File: src/rtl/axis_packetizer_pkg.sv
// Shared types and constants for the AXI4-Stream packetizer.
// Latency: n/a (declarations only).
// Backpressure: n/a (declarations only).
package axis_packetizer_pkg;

    typedef enum logic {
        ST_IDLE = 1'b0,
        ST_RUN  = 1'b1
    } state_t;

    // Each skid entry carries the data word plus its tlast tag.
    localparam int unsigned SKID_TAG_BITS = 1;

    function automatic int unsigned skid_width(input int unsigned tdata_w);
        return tdata_w + SKID_TAG_BITS;
    endfunction

endpackage

File: src/rtl/axis_skid_buffer.sv
// Two-entry skid buffer: decouples the upstream ready from downstream ready.
// Latency: 1 cycle from slave handshake to m_vld; 1 beat/cycle when m_rdy=1.
// Backpressure: holds up to 2 beats in order; s_rdy is registered (~full).
// Ports: aclk/areset (sync, active-high); s_vld/s_rdy/s_dat slave side;
//        m_vld/m_rdy/m_dat master side (m_dat reads 0 while m_vld=0).
module axis_skid_buffer #(
    parameter int unsigned DATA_WIDTH = 33
) (
    input  logic                  aclk,
    input  logic                  areset,
    input  logic                  s_vld,
    output logic                  s_rdy,
    input  logic [DATA_WIDTH-1:0] s_dat,
    output logic                  m_vld,
    input  logic                  m_rdy,
    output logic [DATA_WIDTH-1:0] m_dat
);

    logic [DATA_WIDTH-1:0] mem_q [2];
    logic [DATA_WIDTH-1:0] mem_d [2];
    logic                  wr_ptr_q, wr_ptr_d;
    logic                  rd_ptr_q, rd_ptr_d;
    logic [1:0]            cnt_q, cnt_d;
    logic                  push, pop;

    // Ready and valid come straight from the occupancy register.
    assign s_rdy = (cnt_q != 2'd2);
    assign m_vld = (cnt_q != 2'd0);
    assign m_dat = m_vld ? mem_q[rd_ptr_q] : '0;

    assign push = s_vld & s_rdy;
    assign pop  = m_vld & m_rdy;

    always_comb begin
        mem_d[0] = mem_q[0];
        mem_d[1] = mem_q[1];
        wr_ptr_d = wr_ptr_q;
        rd_ptr_d = rd_ptr_q;
        cnt_d    = cnt_q;
        if (push) begin
            mem_d[wr_ptr_q] = s_dat;
            wr_ptr_d        = ~wr_ptr_q;
        end
        if (pop) begin
            rd_ptr_d = ~rd_ptr_q;
        end
        case ({push, pop})
            2'b10:   cnt_d = cnt_q + 2'd1;
            2'b01:   cnt_d = cnt_q - 2'd1;
            default: cnt_d = cnt_q;
        endcase
    end

    always_ff @(posedge aclk) begin
        if (areset) begin
            mem_q[0] <= '0;
            mem_q[1] <= '0;
            wr_ptr_q <= 1'b0;
            rd_ptr_q <= 1'b0;
            cnt_q    <= 2'd0;
        end else begin
            mem_q[0] <= mem_d[0];
            mem_q[1] <= mem_d[1];
            wr_ptr_q <= wr_ptr_d;
            rd_ptr_q <= rd_ptr_d;
            cnt_q    <= cnt_d;
        end
    end

endmodule

File: src/rtl/axis_packetizer.sv
// Frames an AXI4-Stream into fixed cfg_data+1 beat packets by tagging tlast.
// Latency: 1 cycle from slave handshake to m_axis_tvalid via a skid buffer.
// Backpressure: s_axis_tready is registered; drops when 2 beats are buffered.
// Ports: aclk/areset (sync, active-high); cfg_data (length-1), cfg_enable
//        (run request, stops only at packet boundaries); sts_data (completed
//        packets on master side); s_axis_* slave stream; m_axis_* master stream.
module axis_packetizer
    import axis_packetizer_pkg::*;
#(
    parameter int unsigned AXIS_TDATA_WIDTH = 32,
    parameter int unsigned CNTR_WIDTH       = 32,
    parameter int unsigned STS_WIDTH        = 32
) (
    input  logic                        aclk,
    input  logic                        areset,
    input  logic [CNTR_WIDTH-1:0]       cfg_data,
    input  logic                        cfg_enable,
    output logic [STS_WIDTH-1:0]        sts_data,
    output logic                        s_axis_tready,
    input  logic [AXIS_TDATA_WIDTH-1:0] s_axis_tdata,
    input  logic                        s_axis_tvalid,
    input  logic                        m_axis_tready,
    output logic [AXIS_TDATA_WIDTH-1:0] m_axis_tdata,
    output logic                        m_axis_tvalid,
    output logic                        m_axis_tlast
);

    localparam int unsigned SW = skid_width(AXIS_TDATA_WIDTH);

    state_t                state_q, state_d;
    logic [CNTR_WIDTH-1:0] cnt_q, cnt_d;
    logic [CNTR_WIDTH-1:0] len_q, len_d;
    logic [STS_WIDTH-1:0]  sts_q, sts_d;

    logic                  run;
    logic                  skid_s_rdy;
    logic [SW-1:0]         skid_m_dat;
    logic                  accept;
    logic                  beat_last;
    logic [CNTR_WIDTH-1:0] cur_len;

    assign run           = (state_q == ST_RUN);
    assign s_axis_tready = run & skid_s_rdy;
    assign accept        = s_axis_tvalid & s_axis_tready;

    // The first beat of a packet compares against cfg_data directly because
    // len_q is only being loaded on that same edge.
    assign cur_len   = (cnt_q == '0) ? cfg_data : len_q;
    assign beat_last = (cnt_q == cur_len);

    always_comb begin
        state_d = state_q;
        cnt_d   = cnt_q;
        len_d   = len_q;
        sts_d   = sts_q;

        if (accept) begin
            if (cnt_q == '0) begin
                len_d = cfg_data;
            end
            cnt_d = beat_last ? '0 : cnt_q + CNTR_WIDTH'(1);
        end

        case (state_q)
            ST_IDLE: begin
                if (cfg_enable) begin
                    state_d = ST_RUN;
                end
            end
            ST_RUN: begin
                // Leave only when the packet is closed: either nothing is in
                // flight, or this very beat is its tlast. A beat accepted at
                // counter 0 opens a packet that must then be completed.
                if (!cfg_enable) begin
                    if (accept ? beat_last : (cnt_q == '0)) begin
                        state_d = ST_IDLE;
                    end
                end
            end
            default: state_d = ST_IDLE;
        endcase

        if (m_axis_tvalid && m_axis_tready && m_axis_tlast) begin
            sts_d = sts_q + STS_WIDTH'(1);
        end
    end

    always_ff @(posedge aclk) begin
        if (areset) begin
            state_q <= ST_IDLE;
            cnt_q   <= '0;
            len_q   <= '0;
            sts_q   <= '0;
        end else begin
            state_q <= state_d;
            cnt_q   <= cnt_d;
            len_q   <= len_d;
            sts_q   <= sts_d;
        end
    end

    assign sts_data = sts_q;

    axis_skid_buffer #(
        .DATA_WIDTH (SW)
    ) u_skid (
        .aclk   (aclk),
        .areset (areset),
        .s_vld  (s_axis_tvalid & run),
        .s_rdy  (skid_s_rdy),
        .s_dat  ({s_axis_tdata, beat_last}),
        .m_vld  (m_axis_tvalid),
        .m_rdy  (m_axis_tready),
        .m_dat  (skid_m_dat)
    );

    assign m_axis_tdata = skid_m_dat[SW-1:1];
    assign m_axis_tlast = skid_m_dat[0];

endmodule
File: config.mk
export PLATFORM = sky130hd
export DESIGN_NAME = axis_packetizer
export DESIGN_NICKNAME = d
export VERILOG_FILES = /design/src/rtl/axis_packetizer_pkg.sv /design/src/rtl/axis_skid_buffer.sv /design/src/rtl/axis_packetizer.sv
export SDC_FILE = /design/constraint.sdc
export NUM_CORES = 1
export LEC_CHECK = 0
export ABC_CLOCK_PERIOD_IN_PS = 2800
export CORE_UTILIZATION = 38
export DETAILED_ROUTE_END_ITERATION = 12
export SETUP_SLACK_MARGIN = 0.5
export SYNTH_ARGS = -nofsm -noshare
export SYNTH_HDL_FRONTEND = slang
export SYNTH_SLANG_ARGS = --single-unit
File: constraint.sdc
create_clock -name aclk -period 2.8 [get_ports aclk]
set_input_delay 0.56 -clock aclk [delete_from_list [all_inputs] [get_ports aclk]]
set_output_delay 0.56 -clock aclk [all_outputs]
set_load 0.1 [all_outputs]
==> results of run 1 <==
final cells by class:
type,count,area [sq um],area share (%)
Tap cell,270,337.8,3.128
Sequential cell,168,3402,31.50
Multi-Input combinational cell,733,4408,40.81
Clock inverter,14,148.9,1.378
Clock buffer,18,429.2,3.973
Timing Repair Buffer,168,1943,17.99
Inverter,34,132.6,1.228
metal layers:
layer | share of wire [%] | wire length, um | vias up | track usage, %
met4 | 1.2 | 272 | 0 | 6.510
met5 | 0 | 0 | - | 0
li1 | - | - | 3633 | -
met2 | 45 | 10020 | 203 | 31.19
met3 | 5.1 | 1136 | 20 | 3.188
met1 | 49 | 10900 | 3352 | 29.85
worst max-delay path, delay by kind of cell, from the launching register on:
kind / cells / cell delay [ns]
AND/OR/NAND/NOR: 2 / 0.38
buffers and inverters: 2 / 0.40
flip-flops: 1 / 0.46
logic make-up (layout without fill, tap and decap cells):
kind of cell	after synthesis	count (layout)	share of synthesized area, %
simple gates	453	453	26.38
mux	33	33	4.165
flops	168	168	42.40
buf+inv	106	234	5.379
compound gates	144	144	10.11
fa+ha+maj	4	4	0.6310
xor+xnor	99	99	10.93
state kept, by name, summed over array words and instances (netlist names), named ones only:
register         cells
sts_data            32
u_skid.rd_ptr_q      1
run                  1
u_skid.cnt_q         2
cnt_q               32
u_skid.wr_ptr_q      1
len_q               32
u_skid.mem_q        66
per-stage QoR:
step,TNS (ns),setup slack (ns),instances,util [%],hold slack [ns]
2_1_floorplan,0,0.3734,1007,-,0.4319
3_3_place_gp,0,0.003734,1362,49.10,0.4411
3_5_place_dp,-0.1015,-0.01921,1362,49.10,0.4458
4_1_cts,0,0.4760,1396,52.24,0.4563
5_1_grt,0,0.4775,1405,53.04,0.4711
6_report,0,0.5723,1405,53.04,0.4538
synth_stat cells, types with 7 or more instances:
cell type / n
nand2_1: 219
dfxtp_1: 168
a21oi_1: 107
xnor2_1: 73
nor2_1: 71
clkbuf_1: 52
nor3_1: 41
inv_1: 33
mux2i_1: 33
xor2_1: 26
nand3_1: 25
nand4_1: 25
nor4_1: 23
buf_2: 14
or3_1: 13
o21ai_0: 10
and4_1: 8
and3_1: 7
repair_timing:
action                                  4_1_cts  5_1_grt
pin swaps                                     2        8
endpoints found under the setup margin       65       80
cloned                                        1        2
gates resized for setup                       7       30
setup buffers                                 1        7
how the worst min path moves through the flow:
| stage | startpoint | to | cells after the start | slack, ns |
|---|---|---|---|---|
| after detailed placement | u_skid.mem_q[0][16]$_SDFFE_PP0P_ | u_skid.mem_q[0][16]$_SDFFE_PP0P_ | 2 | 0.45 |
| final | u_skid.mem_q[1][28]$_SDFFE_PP0P_ | u_skid.mem_q[1][28]$_SDFFE_PP0P_ | 2 | 0.45 |
| after floorplan | len_q[1]$_SDFFE_PP0P_ | len_q[1]$_SDFFE_PP0P_ | 2 | 0.43 |
| after global routing | u_skid.mem_q[1][17]$_SDFFE_PP0P_ | u_skid.mem_q[1][17]$_SDFFE_PP0P_ | 2 | 0.47 |
| after global placement | u_skid.mem_q[1][4]$_SDFFE_PP0P_ | u_skid.mem_q[1][4]$_SDFFE_PP0P_ | 2 | 0.44 |
| after CTS | u_skid.mem_q[1][11]$_SDFFE_PP0P_ | u_skid.mem_q[1][11]$_SDFFE_PP0P_ | 2 | 0.46 |
power breakdown:
part           switching (mW)  total, mW  internal [mW]  leakage (nW)
registers              0.0658       2.54           2.47          1.37
clock network            1.11       2.30           1.19         0.275
logic                   0.851       1.38          0.533          2.00
total                    2.03       6.22           4.20          3.65
==> summary.md, run 1 <==
| Metric | Value |
|---|---|
| Status | `finished, final reports clean` |
| Crit Path Max Fanout | `15` |
| Rel. slew slack | `59.29%` |
| Via Count | `7208` |
| Commonest cells after routing, fill and taps aside | `219 x nand2_1, 143 x dfxtp_1, 107 x a21oi_1` |
| DR iter-0 viols | `about 420` |
| Area leader, netlist | `dfxtp_1` |
| Synth top area share | `42.40%` |
| Crit path capture | `m_axis_tdata[0]` |
| Yosys cell types | `45` |
| Final net count | `1195` |
| # Max-Cap Violations | `0` |
| Initial antenna violation count | `0` |
| Die area | `approximately 21000 sq um` |
| Cells taking the most area after synthesis | `dfxtp_1 42%, nand2_1 10%, xnor2_1 8.1%, a21oi_1 6.8%, mux2i_1 4.2%` |
| RSZ-0062 raised after global routing | `false` |
| Post-synth ARST share | `0%` |
| CTS tree | `done` |
| Pins Over Slew Limit | `0` |
| I/O pin count | `136` |
| Peak Freq | `about 0.45 GHz` |
| Row Count | `52` |
| Worst IR Drop VDD | `424.5 uV` |
| Most used cell, CP | `buf_12` |
| Clock Pin Slew Worst Setup and Hold Paths | `around 0.07 ns` |
| CTS sink count | `168` |
| # hold bufs at CTS | `0` |
| Cts bufs inserted | `17` |
| Initial Util | `38.95%` |
| Overall power | `slightly above 6 mW` |
| Crit Reg-Reg Endpoint | `cnt_q[20]$_SDFFE_PP0P_` |
| Dpl cell area | `10000 sq um` |
| Number of flops mapped to enable cells by yosys | `0` |
| Clock Skew | `around 0.015 ns` |
| Clock root buffer | `clkbuf_16` |
| HPWL Detailed | `15150 um` |
| CP max stage cell | `dfxtp_1` |
| Port bufs | `135` |
| Startpoint Class | `flip-flop` |
| Seq cells post-synth | `between 150 and 200` |
| GRT overflow | `0` |
| Ratio of cells with drive above 1 in the final layout | `around 19%` |
| Launch point of the critical path | `u_skid.cnt_q[0]$_SDFFE_PP0P_` |
| CP max stage delay | `0.46 ns` |
| Final RePlAce weighted congestion | `0.8673` |
| Syn nets | `1080` |
| Final WL | `22320 um` |
| R2R setup slack | `0.58 ns` |
| FILL cells | `1926` |
| Via density | `5.130` |
| Die Wd | `146.5 um` |
| Syn Inst Count | `1007` |
| H-tree depth | `4` |
| Kind of critical path | `reg2out` |
| WL per Instance | `15.89 um` |
| Static leakage | `3.649 nW` |
| Vias in the first global route | `6509` |
| Final hold violations | `0` |
| Later-pin clock latency in the skew report | `~0.44 ns` |
| Finish-stage setup viols | `0` |
| Syn_area_per_cell | `7.876 sq um` |
| Inserted Diodes | `0` |
| Worst-margin pin slew | `a little over 0.6 ns` |
| Synthesized area | `7931 sq um` |
| Detail Route Antenna Nets | `0` |
| Critical R2R Launch | `cnt_q[5]$_SDFFE_PP0P_` |
| Crit share post-route | `79.56%` |
| PwrDens | `576.2 nW/um^2` |
| CP Cell Sequence | `nor2_4 > buf_12 > nor2_1 > buf_12` |
| Main synth FF type | `dfxtp_1` |
| Global-route wire length before repair | `35330 um` |
| Largest net degree at the start of global routing | `73` |
| Warnings, synthesis | `0` |
| Pre-Repair DR Iteration Count | `6` |
| Die H | `146.5 um` |
| Core Area | `20360 sq um` |
| Clk buf depth | `2` |
| Worst EP arrival | `between 1.5 and 2 ns` |
| Remaining DRCs | `0` |
| Finished Cell Area | `between 10000 and 15000 sq um` |
| Most common cell after layout, fill and taps aside | `nand2_1` |
| Final Critical Period | `2.228 ns` |
| GRT Resource Usage Total | `20.62%` |
| Critical Path RT | `2.24 ns` |
| Reg2reg path depth | `8` |
| HP Class | `reg2reg` |
| Synthesis-to-finish area growth | `36.19%` |
| Element type at the critical path end | `output port` |
| Sequential area share after synthesis | `42.40%` |
Note: power is estimated with default switching activity, not from simulation.
==> inputs of run 2 (changes only) <==
ABC_CLOCK_PERIOD_IN_PS = 2200   (was 2800)
clock period = 2.2 ns   (was 2.8 ns; I/O delays follow)
==> run 2 against run 1 <==
The flow now finishes with violations (negative setup slack). Wire length is 11% higher. Setup slack worse by 0.63 ns. Critical path depth up 5. Worst hold slack improved by 0.014 ns. Largest cell class unchanged.
==> summary.md, run 2 (synthesized netlist as in run 1, its figures left out) <==
| Metric | Value |
|---|---|
| Status | `finished, violations left` |
| Failing checks | `negative setup slack` |
| Finish-stage setup viols | `22 (+22)` |
| Pre-Repair DR Iteration Count | `5 (-1)` |
| Clock root buffer | `clkbuf_16` |
| CTS tree | `done` |
| Row Count | `52 (unchanged)` |
| Startpoint Class | `input pin` |
| Met1 usage | `31.11% (+1.3 points)` |
| Remaining DRCs | `0 (unchanged)` |
| WL per Instance | `16.73 um (+5.3%)` |
| Synthesis-to-finish area growth | `65.47%` |
| Kind of critical path | `in2reg` |
| GRT met2 Usage | `36.88% (+5.7 points)` |
| Crit Path Max Fanout | `5 (-10)` |
| Die area | `21450 sq um (unchanged)` |
| Worst-margin pin slew | `0.5540 ns (-0.05659 ns)` |
| Pins Over Slew Limit | `0 (unchanged)` |
| Global-route wire length before repair | `38870 um (+10%)` |
| Final hold violations | `0 (unchanged)` |
| Final net count | `1274 (+6.6%)` |
| Rel. slew slack | `63.07% (+3.8 points)` |
| HPWL Detailed | `15830 um (+4.5%)` |
| H-tree depth | `4 (unchanged)` |
| RSZ-0062 raised after global routing | `true` |
| PwrDens | `679.7 nW/um^2 (+18%)` |
| CP max stage cell | `clkdlybuf4s50_1` |
| Clock Skew | `0.01918 ns (+0.004611 ns)` |
| Later-pin clock latency in the skew report | `0.44 ns (about the same)` |
| Detail Route Antenna Nets | `0 (unchanged)` |
| Final RePlAce weighted congestion | `0.9193 (+6.0%)` |
| Static leakage | `4.650 nW (+27%)` |
| Dpl cell area | `10770 sq um (+7.7%)` |
| Setup slack at placement | `-0.4987 ns (-0.4795 ns)` |
| Inserted Diodes | `0 (unchanged)` |
| Die Wd | `146.5 um (unchanged)` |
| TNS Setup | `-0.9377 ns (-0.9377 ns)` |
| CP max stage delay | `0.50 ns (+0.04 ns)` |
| # Max-Cap Violations | `0 (unchanged)` |
| Critical Path RT | `2.48 ns (+0.24 ns)` |
| Initial Util | `38.95% (unchanged)` |
| GRT overflow | `0 (unchanged)` |
| Cts bufs inserted | `17 (unchanged)` |
| GRT busiest layer | `met2` |
| Initial antenna violation count | `0 (unchanged)` |
| Port bufs | `135 (unchanged)` |
| Finished Cell Area | `13120 sq um (+21%)` |
| I/O pin count | `136 (unchanged)` |
| Met3 layer usage reported by global route | `4.094% (+0.91 points)` |
| Largest Register | `u_skid.mem_q` |
| CP Cell Sequence | `clkdlybuf4s50_1 > xnor2_2 > nand4_1 > nor3_2 > nand4_1 > a221oi_4 > buf_6 > buf_8 > nor3_2` |
| Core Area | `20360 sq um (unchanged)` |
| CTS sink count | `168 (unchanged)` |
| Final Critical Period | `~2.3 ns` |
| HP Class | `reg2reg` |
| Overall power | `8.920 mW (+43%)` |
| DR iter-0 viols | `427 (+2.4%)` |
| Via density | `5.255 (+2.4%)` |
| Clock Pin Slew Worst Setup and Hold Paths | `0.06 ns (about the same)` |
| Commonest cells after routing, fill and taps aside | `174 x nand2_1, 119 x dfxtp_1, 93 x a21oi_1` |
| Die H | `146.5 um (unchanged)` |
| Ratio of cells with drive above 1 in the final layout | `38.96% (+20 points)` |
| GRT Resource Usage Total | `22.93% (+2.3 points)` |
| Crit share post-route | `102.6%` |
| Final WL | `24830 um (+11%)` |
| Vias in the first global route | `7262 (+12%)` |
| Worst IR Drop VDD | `605.6 uV (+43%)` |
| Peak Freq | `0.4430 GHz` |
| Max FFs per register | `66 (unchanged)` |
| Final WS setup | `-0.05709 ns (-0.6294 ns)` |
| Element type at the critical path end | `flip-flop` |
| Clk buf depth | `2 (unchanged)` |
| Via Count | `7799 (+8.2%)` |
| # hold bufs at CTS | `0 (unchanged)` |
| Most common cell after layout, fill and taps aside | `nand2_1` |
| Worst EP arrival | `2.54 ns (+0.87 ns)` |
| Largest net degree at the start of global routing | `54 (-26%)` |
[run 2: cell count changes in the layout (fill, tap and decap cells not counted), moves of 14 or more]
cell / change
mux2i_1: -33
a21oi_2: +14
nand2_1: -45
buf_12: +14
a21oi_1: -14
mux2i_4: +32
dfxtp_1: -24
dfxtp_4: +20
nor4_1: -14
buf_6: +25
nor3_1: -21
nand2_2: +31
nor2_4: +16
buf_4: +29
[run 2: final timing paths]
path	from	end	slack, ns	depth (start not counted)
min	len_q[19]$_SDFFE_PP0P_	len_q[19]$_SDFFE_PP0P_	0.47	2
max	cfg_data[3]	cnt_q[3]$_SDFFE_PP0P_	-0.06	9
min reg2reg	len_q[19]$_SDFFE_PP0P_	len_q[19]$_SDFFE_PP0P_	0.47	2
max reg2reg	cnt_q[20]$_SDFFE_PP0P_	cnt_q[3]$_SDFFE_PP0P_	-0.04	8
[run 2: timing repair]
action,4_1_cts,5_1_grt
setup endpoints to repair,120,151
gates cloned,10,3
buffers inserted,15,28
resized for setup,131,160
pin swaps,21,123
[run 2: worst max-delay path: cells and delay by family]
kind                      cells  cell delay [ns]
AOI/OAI and AO/OA             1             0.44
xor gates and xnor gates      1             0.26
and+or+nand+nor               4             0.60
buffers and inverters         3             0.79
[run 2: layer usage]
layer / wire length (um) / vias to the layer above
met5: 0 / -
met2: 11730 / 256
met4: 442 / 0
met1: 11260 / 3702
met3: 1391 / 34
li1: - / 3807
[run 2: metrics by stage]
stage / instances / util, % / hold WS (ns)
2_1_floorplan: 1007 / - / 0.4319
3_3_place_gp: 1396 / 52.87 / 0.4411
3_5_place_dp: 1396 / 52.87 / 0.4456
4_1_cts: 1453 / 60.13 / 0.4506
5_1_grt: 1484 / 64.44 / 0.4816
6_report: 1484 / 64.44 / 0.4680
[run 2: area by class of cell]
| type | instances | area [sq um] |
|---|---|---|
| fill | 1639 | 7241 |
| multi-input combinational | 737 | 5727 |
| sequential | 168 | 3482 |
| timing repair buffer | 243 | 2856 |
| clock buffer | 20 | 446.7 |
| tap | 270 | 337.8 |
| clock inverter | 12 | 137.6 |
| inverter | 34 | 136.4 |
[run 2: report_power, final]
| group | internal, mW | total, mW | switching [mW] |
|---|---|---|---|
| Combinational | 1.24 | 2.64 | 1.41 |
| Sequential | 3.13 | 3.25 | 0.120 |
| Clock | 1.72 | 3.03 | 1.30 |
| Total | 6.09 | 8.92 | 2.83 |
==> inputs of run 3 (changes only) <==
SYNTH_HIERARCHICAL = 1   (was not set)
==> run 3 against run 2 <==
The run still ends with negative setup slack left. Synthesized cell count down 5.7%. Utilization shrank 2.1 points. Critical endpoint is now cnt_q[15]$_SDFFE_PP0P_. Global-route usage decreased by 1.2 points.
==> summary.md, run 3 <==
| Metric | Value |
|---|---|
| Commonest cells after routing, fill and taps aside | `150 x dfxtp_1, 115 x buf_4, 75 x nor2_1` |
| Die area | `22580 sq um (+5.2%)` |
| Initial Util | `39.24% (+0.29 points)` |
| P_sw | `2.646 mW (-6.5%)` |
| Post-synth ARST share | `0% (unchanged)` |
| Final Critical Period | `2.244 ns (-0.01316 ns)` |
| Fin cells | `1475 (-0.61%)` |
| Die H | `150.3 um (+2.6%)` |
| Main synth FF type | `dfxtp_1` |
| Area of the multi-input gates | `5528 sq um (-3.5%)` |
| GRT met2 Usage | `36.24% (-0.64 points)` |
| CTS sink count | `168 (unchanged)` |
| Syn_area_per_cell | `8.793 sq um (+12%)` |
| Initial antenna violation count | `1 (+1)` |
| Internal Power | `6.169 mW (+1.3%)` |
| GRT overflow | `0 (unchanged)` |
| Top delay family on crit path | `buffers and inverters` |
| Static leakage | `4.959 nW (+6.6%)` |
| Crit Path Max Fanout | `8 (+3)` |
| Detail Route Antenna Nets | `0 (unchanged)` |
| Pre-Repair DR Iteration Count | `6 (+1)` |
| FILL cells | `1757 (+7.2%)` |
| Area leader, netlist | `dfxtp_1` |
| Crit share post-route | `102.0% (-0.60 points)` |
| Worst EP arrival | `2.55 ns (about the same)` |
| RSZ-0062 raised after global routing | `true` |
| GRT busiest layer | `met2` |
| Ratio of cells with drive above 1 in the final layout | `35.45% (-3.5 points)` |
| Yosys cell types | `51 (+13%)` |
| HPWL Detailed | `15500 um (-2.1%)` |
| DR iter-0 viols | `345 (-19%)` |
| Synth top area share | `40.26% (-2.1 points)` |
| Via density | `5.016 (-4.5%)` |
| Final net count | `1260 (-1.1%)` |
| Met1 usage | `28.20% (-2.9 points)` |
| Syn Inst Count | `950 (-5.7%)` |
| Count leader, synth | `dfxtp_1` |
| Row Count | `53 (+1.9%)` |
| Clk buf depth | `2 (unchanged)` |
| Status | `finished, violations left` |
| Finished Cell Area | `13270 sq um (+1.1%)` |
| CP max stage cell | `clkdlybuf4s50_1` |
| # Max-Cap Violations | `0 (unchanged)` |
| Most common cell after layout, fill and taps aside | `dfxtp_1` |
| Pins Over Slew Limit | `0 (unchanged)` |
| Failing checks | `negative setup slack` |
| Largest Register | `u_skid/mem_q` |
| HP Start | `areset` |
| Kind of critical path | `in2reg` |
| Sequential area share after synthesis | `40.26% (-2.1 points)` |
| Warnings, synthesis | `6 (+6)` |
| Port bufs | `135 (unchanged)` |
| Synthesized area | `8353 sq um (+5.3%)` |
| WL per Instance | `16.39 um (-2.1%)` |
| Startpoint Class | `input pin` |
| Cells taking the most area after synthesis | `dfxtp_1 40%, mux2i_1 12%, nand2b_1 5.2%, xor2_1 5.2%, nor2_1 4.9%` |
| Die Wd | `150.3 um (+2.6%)` |
| CP Cell Sequence | `clkdlybuf4s50_1 > xor2_1 > a2111oi_2 > nand4_1 > nor3_4 > o221ai_2 > o31ai_4 > buf_6 > buf_12 > nor2_4` |
| Worst IR Drop VDD | `428.2 uV (-29%)` |
| PwrDens | `664.2 nW/um^2 (-2.3%)` |
| Number of flops mapped to enable cells by yosys | `0 (unchanged)` |
| Synthesis-to-finish area growth | `58.90%` |
| Via Count | `7399 (-5.1%)` |
| HP Class | `in2reg` |
| Global-route wire length before repair | `37980 um (-2.3%)` |
| Finish-stage setup viols | `48 (+120%)` |
| Vias in the first global route | `7250 (-0.17%)` |
| Placed Instances | `1396 (unchanged)` |
| Largest net degree at the start of global routing | `47 (-13%)` |
| Clock root buffer | `clkbuf_16` |
| Remaining DRCs | `0 (unchanged)` |
| Comb pwr share | `27.8% (-1.8 points)` |
| Peak Freq | `0.4456 GHz (+0.59%)` |
| Final WS setup | `-0.04394 ns (+0.01316 ns)` |
| CTS tree | `done` |
| Final hold violations | `0 (unchanged)` |
| Element type at the critical path end | `flip-flop` |
| Switch share | `30.02% (-1.7 points)` |
| I/O pin count | `136 (unchanged)` |
| Top cells by count, synth | `168 x dfxtp_1, 109 x nor2_1, 99 x mux2i_1, 70 x nand2b_1, 50 x xor2_1` |
| Max FFs per register | `66 (unchanged)` |
| Clock Pin Slew Worst Setup and Hold Paths | `0.07 ns (about the same)` |
| Final RePlAce weighted congestion | `0.8609 (-6.4%)` |
| Later-pin clock latency in the skew report | `0.43 ns (about the same)` |
| Critical Path RT | `2.51 ns (+0.03 ns)` |
| Launch point of the critical path | `cfg_data[16]` |
| Clock Skew | `0.009933 ns (-0.009243 ns)` |
| Register Area | `3396 sq um (-2.5%)` |
| Sequential power share | `36.6% (about the same)` |
| Worst-margin pin slew | `0.4492 ns (-0.1048 ns)` |
| Critical path buffer and inverter count | `3 (unchanged)` |
| Met3 layer usage reported by global route | `5.152% (+1.1 points)` |
| Critical R2R Launch | `cnt_q[0]$_SDFFE_PP0P_` |
| Seq cells post-synth | `168 (unchanged)` |
| Final WL | `24170 um (-2.7%)` |
| Rel. slew slack | `70.05% (+7.0 points)` |
| Core Area | `21290 sq um (+4.5%)` |
| GRT Resource Usage Total | `21.74% (-1.2 points)` |
| CP max stage delay | `0.43 ns (-0.07 ns)` |
| Clk network pwr share | `35.7% (+1.8 points)` |
| H-tree depth | `4 (unchanged)` |
| Dpl cell area | `11150 sq um (+3.6%)` |
| Cts bufs inserted | `17 (unchanged)` |
| Syn nets | `1023 (-5.3%)` |
[run 3: cell count changes after synthesis, sizes merged, moves of 65 or more]
cell | before | now
a21oi | 107 | 12
mux2i | 33 | 99
nand2 | 219 | 23
o21ai | 11 | 76
nand2b | 2 | 70
nor2 | 72 | 137
[run 3: power groups by stage]
stage	registers, mW	clock network (mW)	logic (mW)
3_5_place_dp	3.26	0	1.58
2_1_floorplan	3.25	0	1.04
3_3_place_gp	3.26	0	1.58
5_1_grt	3.23	3.37	2.57
4_1_cts	3.21	3.24	2.34
6_report	3.22	3.15	2.45
[run 3: per-stage QoR]
step	utilization, %	power (mW)	TNS [ns]	setup WS (ns)	hold slack, ns
final	62.35	8.815	-1.162	-0.04394	0.4656
after global routing	62.34	9.169	-8.009	-0.1738	0.4653
after CTS	60.50	8.794	-0.1152	-0.01483	0.4424
after detailed placement	52.39	4.841	-18.63	-0.5408	0.4609
after global placement	52.39	4.834	-19.51	-0.5683	0.4570
after floorplan	-	4.285	-9.139	-0.5003	0.4483
[run 3: final timing paths]
| check | slack (ns) | to | cells past startpoint |
|---|---|---|---|
| max | -0.04 | cnt_q[15]$_SDFFE_PP0P_ | 10 |
| min | 0.47 | u_skid/cnt_q[0]$_SDFFE_PP0P_ | 2 |
| max reg2reg | -0.04 | len_q[3]$_SDFFE_PP0P_ | 12 |
| min reg2reg | 0.48 | u_skid/mem_q[1][23]$_SDFFE_PP0P_ | 2 |
[run 3: repair_timing]
item                       4_1_cts  5_1_grt
hold endpoints to repair         0        0
gates cloned                     8        4
setup endpoints to repair      128      132
setup buffers                   25       10
hold buffers                     0        0
resized for setup              161       47
pin swaps                       63       39
[run 3: per-layer routing]
metal	part of all wire [%]	routed length, um	vias up
li1	-	-	3696
met4	1.3	312	0
met1	45	10970	3517
met2	49	11780	160
met5	0	0	-
met3	4.6	1106	26
[run 3: cells by family (layout without fill, tap and decap cells)]
family | count (synthesis) | in the layout | synth area share [%]
simple gates | 379 | 379 | 24.48
buf+inv | 92 | 341 | 4.838
mux | 99 | 99 | 11.86
other cells | 0 | 1 | 0
compound gates | 112 | 112 | 7.894
fa+ha+maj | 4 | 4 | 0.5992
flops | 168 | 168 | 40.26
xor+xnor | 96 | 96 | 10.07
[run 3: final cells by class]
| class | instances | share of cell area (%) |
|---|---|---|
| multi-input combinational | 690 | 41.65 |
| sequential | 168 | 25.58 |
| timing repair buffer | 283 | 24.73 |
| clock buffer | 17 | 3.205 |
| tap | 275 | 2.592 |
| clock inverter | 14 | 1.395 |
| inverter | 27 | 0.8296 |
| antenna | 1 | 0.01885 |
